$ cat src/rtl/trigger_pkg.sv
// Shared types and helpers for the trigger monitor.
// State encoding and a saturating increment.
package trigger_pkg;

  typedef enum logic [1:0] {
    IDLE    = 2'd0,
    ACQUIRE = 2'd1,
    LOCKED  = 2'd2
  } trig_mon_state_t;

  function automatic logic [31:0] sat_inc(
    input logic [31:0] v,
    input int          w
  );
    logic [31:0] m;
    m = (32'd1 << w) - 32'd1;
    return (v >= m) ? m : v + 32'd1;
  endfunction

endpackage

$ cat src/rtl/sat_counter.sv
// Saturating up-counter with synchronous clear.
// Clear wins over increment.
import trigger_pkg::*;

module sat_counter #(
  parameter int W = 8
) (
  input  logic         clk,
  input  logic         rst,
  input  logic         clr,
  input  logic         inc,
  output logic [W-1:0] q
);

  always_ff @(posedge clk or negedge rst) begin
    if (!rst) begin
      q <= '0;
    end else if (clr) begin
      q <= '0;
    end else if (inc) begin
      q <= W'(sat_inc(32'(q), W));
    end
  end

endmodule

$ cat src/rtl/trigger_monitor.sv
// Receive-side period checker for a one-cycle periodic trigger.
// Locks after LOCK_COUNT matching intervals, flags early/missing pulses.
import trigger_pkg::*;

module trigger_monitor #(
  parameter int N          = 2,
  parameter int CNT_W      = 8,
  parameter int ERR_W      = 4,
  parameter int LOCK_COUNT = 2
) (
  input  logic             clk,
  input  logic             rst,
  input  logic             trigger,
  input  logic             clear,
  output logic             locked,
  output logic             period_err,
  output logic [CNT_W-1:0] period,
  output logic [ERR_W-1:0] err_cnt
);

  localparam int MW = $clog2(LOCK_COUNT + 1);
  localparam logic [CNT_W-1:0] N_V  = CNT_W'(N);
  localparam logic [CNT_W-1:0] N_M1 = CNT_W'(N - 1);
  localparam logic [MW-1:0]    LC_V = MW'(LOCK_COUNT);

  trig_mon_state_t state;
  trig_mon_state_t state_nxt;
  logic [MW-1:0]   match_cnt;
  logic [MW-1:0]   match_nxt;
  logic [MW-1:0]   match_inc;
  logic [CNT_W-1:0] ival;
  logic [CNT_W-1:0] measured;
  logic             ival_sat;
  logic             hit;
  logic             err;

  // ival restarts on every event so it always holds cycles since the last one
  sat_counter #(.W(CNT_W)) u_ival (
    .clk (clk),
    .rst (rst),
    .clr (clear | trigger),
    .inc (1'b1),
    .q   (ival)
  );

  sat_counter #(.W(ERR_W)) u_err (
    .clk (clk),
    .rst (rst),
    .clr (clear),
    .inc (err),
    .q   (err_cnt)
  );

  assign measured  = CNT_W'(sat_inc(32'(ival), CNT_W));
  assign ival_sat  = &ival;
  assign hit       = (measured == N_V);
  assign match_inc = match_cnt + MW'(1);

  always_ff @(posedge clk or negedge rst) begin
    if (!rst) begin
      state     <= IDLE;
      match_cnt <= '0;
    end else begin
      state     <= state_nxt;
      match_cnt <= match_nxt;
    end
  end

  always_comb begin
    state_nxt = state;
    match_nxt = match_cnt;
    if (clear) begin
      state_nxt = IDLE;
      match_nxt = '0;
    end else begin
      unique case (state)
        IDLE: begin
          if (trigger) begin
            state_nxt = ACQUIRE;
            match_nxt = '0;
          end
        end
        ACQUIRE: begin
          if (trigger && hit) begin
            match_nxt = match_inc;
            if (match_inc == LC_V) state_nxt = LOCKED;
          end else if (trigger) begin
            match_nxt = '0;
          end else if (ival_sat) begin
            state_nxt = IDLE;
          end
        end
        LOCKED: begin
          if (trigger && !hit) begin
            state_nxt = ACQUIRE;
            match_nxt = '0;
          end else if (!trigger && ival == N_M1) begin
            state_nxt = IDLE;
          end
        end
        default: state_nxt = IDLE;
      endcase
    end
  end

  always_comb begin
    locked = (state == LOCKED);
    err    = 1'b0;
    if (!clear && state == LOCKED) begin
      err = trigger ? !hit : (ival == N_M1);
    end
  end

  always_ff @(posedge clk or negedge rst) begin
    if (!rst) begin
      period     <= '0;
      period_err <= 1'b0;
    end else if (clear) begin
      period     <= '0;
      period_err <= 1'b0;
    end else begin
      period_err <= err;
      if (trigger) period <= measured;
    end
  end

endmodule

$ cat config.mk
export PLATFORM = sky130hd
export DESIGN_NAME = trigger_monitor
export DESIGN_NICKNAME = d
export VERILOG_FILES = /design/src/rtl/trigger_pkg.sv /design/src/rtl/sat_counter.sv /design/src/rtl/trigger_monitor.sv
export SDC_FILE = /design/constraint.sdc
export NUM_CORES = 1
export LEC_CHECK = 0
export CAP_MARGIN = 20
export CORE_ASPECT_RATIO = 0.75
export CORE_MARGIN = 2
export CORE_UTILIZATION = 34
export DETAILED_ROUTE_END_ITERATION = 12
export PLACE_DENSITY_LB_ADDON = 0.3
export SLEW_MARGIN = 20
export SYNTH_ARGS = -nofsm -noshare
export SYNTH_HDL_FRONTEND = slang
export SYNTH_SLANG_ARGS = --single-unit
$ cat constraint.sdc
create_clock -name clk -period 2.46 [get_ports clk]
set_clock_uncertainty 0.2 [all_clocks]
set_input_delay 0.615 -clock clk [delete_from_list [all_inputs] [get_ports clk]]
set_output_delay 0.615 -clock clk [all_outputs]
set_load 0.02 [all_outputs]
== Word level (Yosys, flattened, before mapping) ==
Index checks and enable logic that the tools add are counted.

* Bits in registers: 25
* Bits of input ports: 4
* Output and inout port bits: 14

* $add $sub $neg: 3
* Order comparisons: 2
* Equality and inequality tests: 11
* Muxes and demuxes: 24
* Bitwise logic cells: 1
* Reduce and logical (&&, ||, !) cells: 14

{| class="wikitable"
|+ Operator list
! operator !! count
|-
| $mux 8 || 4
|-
| $mux 2 || 12
|-
| $mux 4 || 3
|-
| $ne 4x4->1 const B || 3
|-
| $pmux 2 s3 || 2
|-
| $add 8x1->8 const B || 1
|-
| $eq 8x1->1 const B || 1
|-
| $eq 8x2->1 const B || 1
|-
| $ge 8x8->1 const B || 1
|-
| $reduce_and 8->1 || 1
|-
| $reduce_and 5->1 || 1
|-
| $add 4x1->4 const B || 1
|-
| $eq 2x2->1 const B || 2
|-
| $ge 4x4->1 const B || 1
|-
| $logic_and 1x1->1 || 4
|-
| $ne 4x2->1 const B || 1
|-
| $reduce_bool 2->1 || 2
|-
| $reduce_bool 4->1 || 1
|-
| $logic_not 1->1 || 3
|-
| $mux 1 || 3
|-
| $ne 3x2->1 const B || 1
|-
| $ne 3x3->1 const B || 1
|-
| $add 2x1->2 const B || 1
|-
| $eq 2x1->1 const B || 1
|-
| other kinds (3) || 3
|}

== Longest topological paths before layout ==
* Word-level depth: 8
* Mapped depth: 9

== Modules after synthesis ==
A second synthesis with hierarchy kept.

* Cells, all modules: 174
* Area, all modules: 1612.8 um2

{| class="wikitable"
|+ By module, submodules not included
! module !! times used !! cells each !! area each (um2) !! sequential area each (um2)
|-
| trigger_monitor || 1 || 114 || 973.4 || 325.3
|-
| sat_counter (u_ival) || 1 || 42 || 432.9 || 200.2
|-
| sat_counter (u_err) || 1 || 18 || 206.4 || 100.1
|}

== Worst setup path before layout ==
OpenSTA, ideal clock, no wires.

* Kind: register to register
* From: register u_ival.q[0]
* To: register state[1]
* Arrival: 2407 ps
* Path slack: -242 ps
* Cell stages (with the launch flop): 9
* Buffers on the path: 1
* Period minus slack after synthesis: 2702 ps
* Cells stage by stage: dfrtp_1 > ha_1 > xnor2_2 > o2111ai_1 > or4b_4 > or2_1 > clkbuf_2 > or4_1 > o31ai_1

* Cells in the longest elaborated chain, start to end: 8
* Elaborated cells on any way between the ends: 19
* Those cells by class: add/sub (1); order compare (1); eq/ne (6); mux (5); reduce/logical (6)

{| class="wikitable"
|+ RTL lines
! what !! line !! RTL
|-
| start: declaration || sat_counter.sv:12 || <nowiki>output logic [W-1:0] q</nowiki>
|-
| start signal: assignment || sat_counter.sv:21 || <nowiki>q <= W'(sat_inc(32'(q), W));</nowiki>
|-
| $add 8x1->8 or $ge 8x8->1 (tied branches) || trigger_pkg.sv:17 || <nowiki>return (v >= m) ? m : v + 32'd1;</nowiki>
|-
| $mux 8 || trigger_pkg.sv:17 ||
|-
| $eq 8x2->1 || trigger_monitor.sv:56 || <nowiki>assign hit = (measured == N_V);</nowiki>
|-
| $logic_not 1->1 || trigger_monitor.sv:94 || <nowiki>if (trigger && !hit) begin</nowiki>
|-
| $logic_and 1x1->1 || trigger_monitor.sv:94 ||
|-
| $mux 2 || trigger_monitor.sv:94 ||
|-
| $pmux 2 s3 || trigger_monitor.sv:76 || <nowiki>unique case (state)</nowiki>
|-
| $mux 2 || trigger_monitor.sv:72 || <nowiki>if (clear) begin</nowiki>
|-
| end signal: assignment || trigger_monitor.sv:64 || <nowiki>state <= state_nxt;</nowiki>
|-
| end: declaration || trigger_monitor.sv:26 || <nowiki>trig_mon_state_t state;</nowiki>
|}

Parallel ways exist; a longest one is shown, timed or not.
A chain may end at the register's enable or synchronous reset.

== Worst setup path after layout ==
Same ends and word-level chain as after synthesis.

==> impl_metrics.py <==
metrics = {
    "synth": {
        "synth_simple_gate_area_share_pct": 21.7,
        "post_synth.cell_area_avg_um2": 9.45,
        "synth_xor_area_share_pct": 1.74,
        "synth_top_cell_area_share_pct": 43.6,
        "ys.flop_type": "dfrtp_1",
        "synthesis.area_um2": 1440,
        "synth_cells": 152,
        "synth_mux_area_share_pct": 1.39,
        "synth_top_family_by_area": "simple AND/OR/NAND/NOR gates",
        "synthTopCellsByArea": "dfrtp_1 44%, ha_1 7.0%, nor2_1 5.0%",
        "synth_fa_ha_area_share_pct": 6.97,
        "synth_compound_area_share_pct": 19.1,
        "synth-seq-cells": 25,
        "yosysUniqueCellTypes": 48,
        "ys_seq_area_share_pct": 43.6,
        "synth_top_cell_by_area": "dfrtp_1",
        "async_reset_ff_share_pct": 100,
        "yosysWarnings": 0,
        "postSynthNetCount": 164,
        "synth_edf_count": 0,
    },
    "pwr": {
        "seqPwrFrac_pct": 52.0,
        "power_frac_clock_pct": 30.1,
        "p_leak_nw": 0.771,
        "ir_drop_mv": 0.200,
        "p_sw_share_pct": 27.4,
        "intPower_mw": 0.601,
        "p_per_area_nw_per_um2": 428,
        "power.net_switching_mw": 0.226,
        "p_comb_share_pct": 17.8,
    },
    "die": {
        "fp.coreArea_um2": 4050,
        "fp.dieW_um": 79.1,
        "io_pins": 18,
        "die_area_um2": 4770,
        "initial_core_util_pct": 35.4,
        "num_rows": 20,
        "die_h_um": 60.3,
    },
    "status": {
        "status": "complete, but fails checks",
        "violations": "setup timing",
    },
    "global_routing": {
        "grt_usage_pct": 15.4,
        "grt_pass1_vias": 1199,
        "grt_max_degree": 26,
        "overflow": 0,
        "grt_pass1_wl_um": 5610,
        "antenna_found_initial": 0,
    },
    "placed_design": {
        "place_inst": 232,
        "dpl_worst_slack_ns": -0.248,
        "port_buffers": 17,
        "dp_hpwl_um": 2530,
        "routabilityCongestion": 0.943,
        "placed_area_um2": 1770,
    },
    "min_path": {
        "hp-class": "register to register",
    },
    "worst_setup_path": {
        "crit_required_ns": 2.45,
        "crit_path_end_kind": "register",
        "path_class": "register to register",
        "cp_data_arrival_time_ns": 2.62,
        "start_kind": "register",
        "cp_max_fo": 6,
    },
    "job": {
        "drv_cap": 0,
    },
    "final_layout": {
        "multi_input_area_um2": 828,
        "final_common_cell": "dfrtp_1",
        "stdcell_count": 239,
        "syn2layout_area_growth_pct": 34.5,
        "fillers": 379,
        "layout_common_cells": "22 x dfrtp_1, 19 x buf_4, 18 x nor2_1, 16 x clkdlybuf4s50_1, 9 x nor3_1",
        "final_cell_area_um2": 1930,
        "num_antenna_cells": 0,
        "seqCellArea_um2": 629,
        "drive_above_1_share_pct": 26.1,
        "final_nets": 197,
    },
    "clock_tree": {
        "cts_tree": "built",
        "cts_root_buffer": "clkbuf_8",
        "cts_made_buffers": 3,
        "clk_latency_ns": 0.27,
        "clk_pin_slew_ns": 0.09,
        "cts_hold_buf": 0,
        "clockBufferDepth": 2,
        "htreeDepth": 1,
        "cts_sinks": 25,
    },
    "timing": {
        "max_slew.worst_pin.slew_ns": 0.380,
        "setup_ws_ns": -0.168,
        "period_share_pct": 107,
        "finalSetupViolCount": 8,
        "fmax_ghz": 0.380,
        "hold_ws_ns": 0.292,
        "fin_tns_setup_ns": -0.889,
        "relSlewSlack_pct": 74.4,
        "slew_violations": 0,
        "period_minus_slack_ns": 2.63,
        "finalHoldViolations": 0,
        "rsz0062_at_grt": "true",
    },
    "detailed_routing": {
        "vias": 1268,
        "route.detailed.drc": 0,
        "drt_iter0_markers": 78,
        "wire_per_inst_um": 14.8,
        "vias_per_cell": 5.31,
        "drt_wl_total_um": 3540,
        "final_antenna_net_count": 0,
        "dr.pass1.iters": 4,
    },
}
## through the flow
step	util [%]	total power [mW]
2_1_floorplan	-	0.519
3_3_place_gp	43.6	0.569
3_5_place_dp	43.6	0.575
4_1_cts	46.4	0.835
5_1_grt	47.7	0.864
6_report	47.7	0.827
## routing by layer
| layer | track usage (%) | part of all wire, % |
|---|---|---|
| met1 | 20.6 | 47 |
| met2 | 25.4 | 48 |
| met3 | 1.81 | 3.5 |
| met4 | 6.90 | 1.9 |
| met5 | 0 | 0 |
## final timing paths
path                               from      endpoint  slack [ns]  cells after the start
max in group asynchronous           rst   u_ival.q[2]        1.29                      2
max                         u_ival.q[0]      state[1]       -0.17                      7
min                        match_cnt[0]  match_cnt[0]        0.29                      1
min reg2reg                match_cnt[0]  match_cnt[0]        0.29                      1
max reg2reg                 u_ival.q[0]      state[1]       -0.17                      7
min in group asynchronous           rst  match_cnt[1]        0.50                      2
## synth_stat cells, types with 2 or more instances
library cell / count
ha_1: 8
a311oi_1: 5
or2_2: 3
and2_1: 2
o22ai_1: 2
nand3_1: 4
a21oi_1: 8
inv_1: 9
nor3_1: 9
o31ai_1: 2
nor2b_1: 4
a211oi_1: 4
and4_1: 2
nor2_1: 19
dfrtp_1: 25
mux2i_1: 2
o21ai_0: 4
clkbuf_1: 5
nand2_1: 6
## worst max-delay path, cell delays in order, from the launching register on
cell and delay (ns):
dfrtp_2 0.45, ha_4 0.22, and4_4 0.26, a21oi_2 0.06, or4b_4 0.53, or2_4 0.28
or4_4 0.48, o31ai_2 0.07
## area by class of cell
class	instances	share of cell area (%)
sequential	25	32.6
inverter	9	1.75
clock buffer	3	2.14
timing repair buffer	37	16.7
tap	55	3.56
clock inverter	1	0.389
multi-input combinational	109	42.9
## power groups by stage
stage	clock network, mW	logic (mW)	registers [mW]
floorplan	0	0.0762	0.443
global route	0.272	0.161	0.432
global placement	0	0.132	0.437
CTS	0.259	0.146	0.430
detailed placement	0	0.138	0.438
finish	0.249	0.147	0.431
## registers in the layout, summed over array words and instances, names as in the netlist
signal and cells:
state 2, u_ival.q 8, match_cnt 2, period_err 1, u_err.q 4, period 8
## cell families (layout without fill, tap and decap cells)
family	after synthesis	count (layout)
buffers and inverters	18	50
DFF	25	25
muxes	2	2
and+or+nand+nor	59	59
AOI/OAI and AO/OA	38	38
xor gates and xnor gates	2	2
adders and majority gates	8	8
## what timing repair did
action / CTS / global route
setup endpoints to repair: 10 / 9
setup buffers: 2 / 1
gates resized for setup: 11 / 9
endpoints found under the hold margin: 0 / 0
pin swaps: 6 / 3
Note: power is estimated with default switching activity, not from simulation.
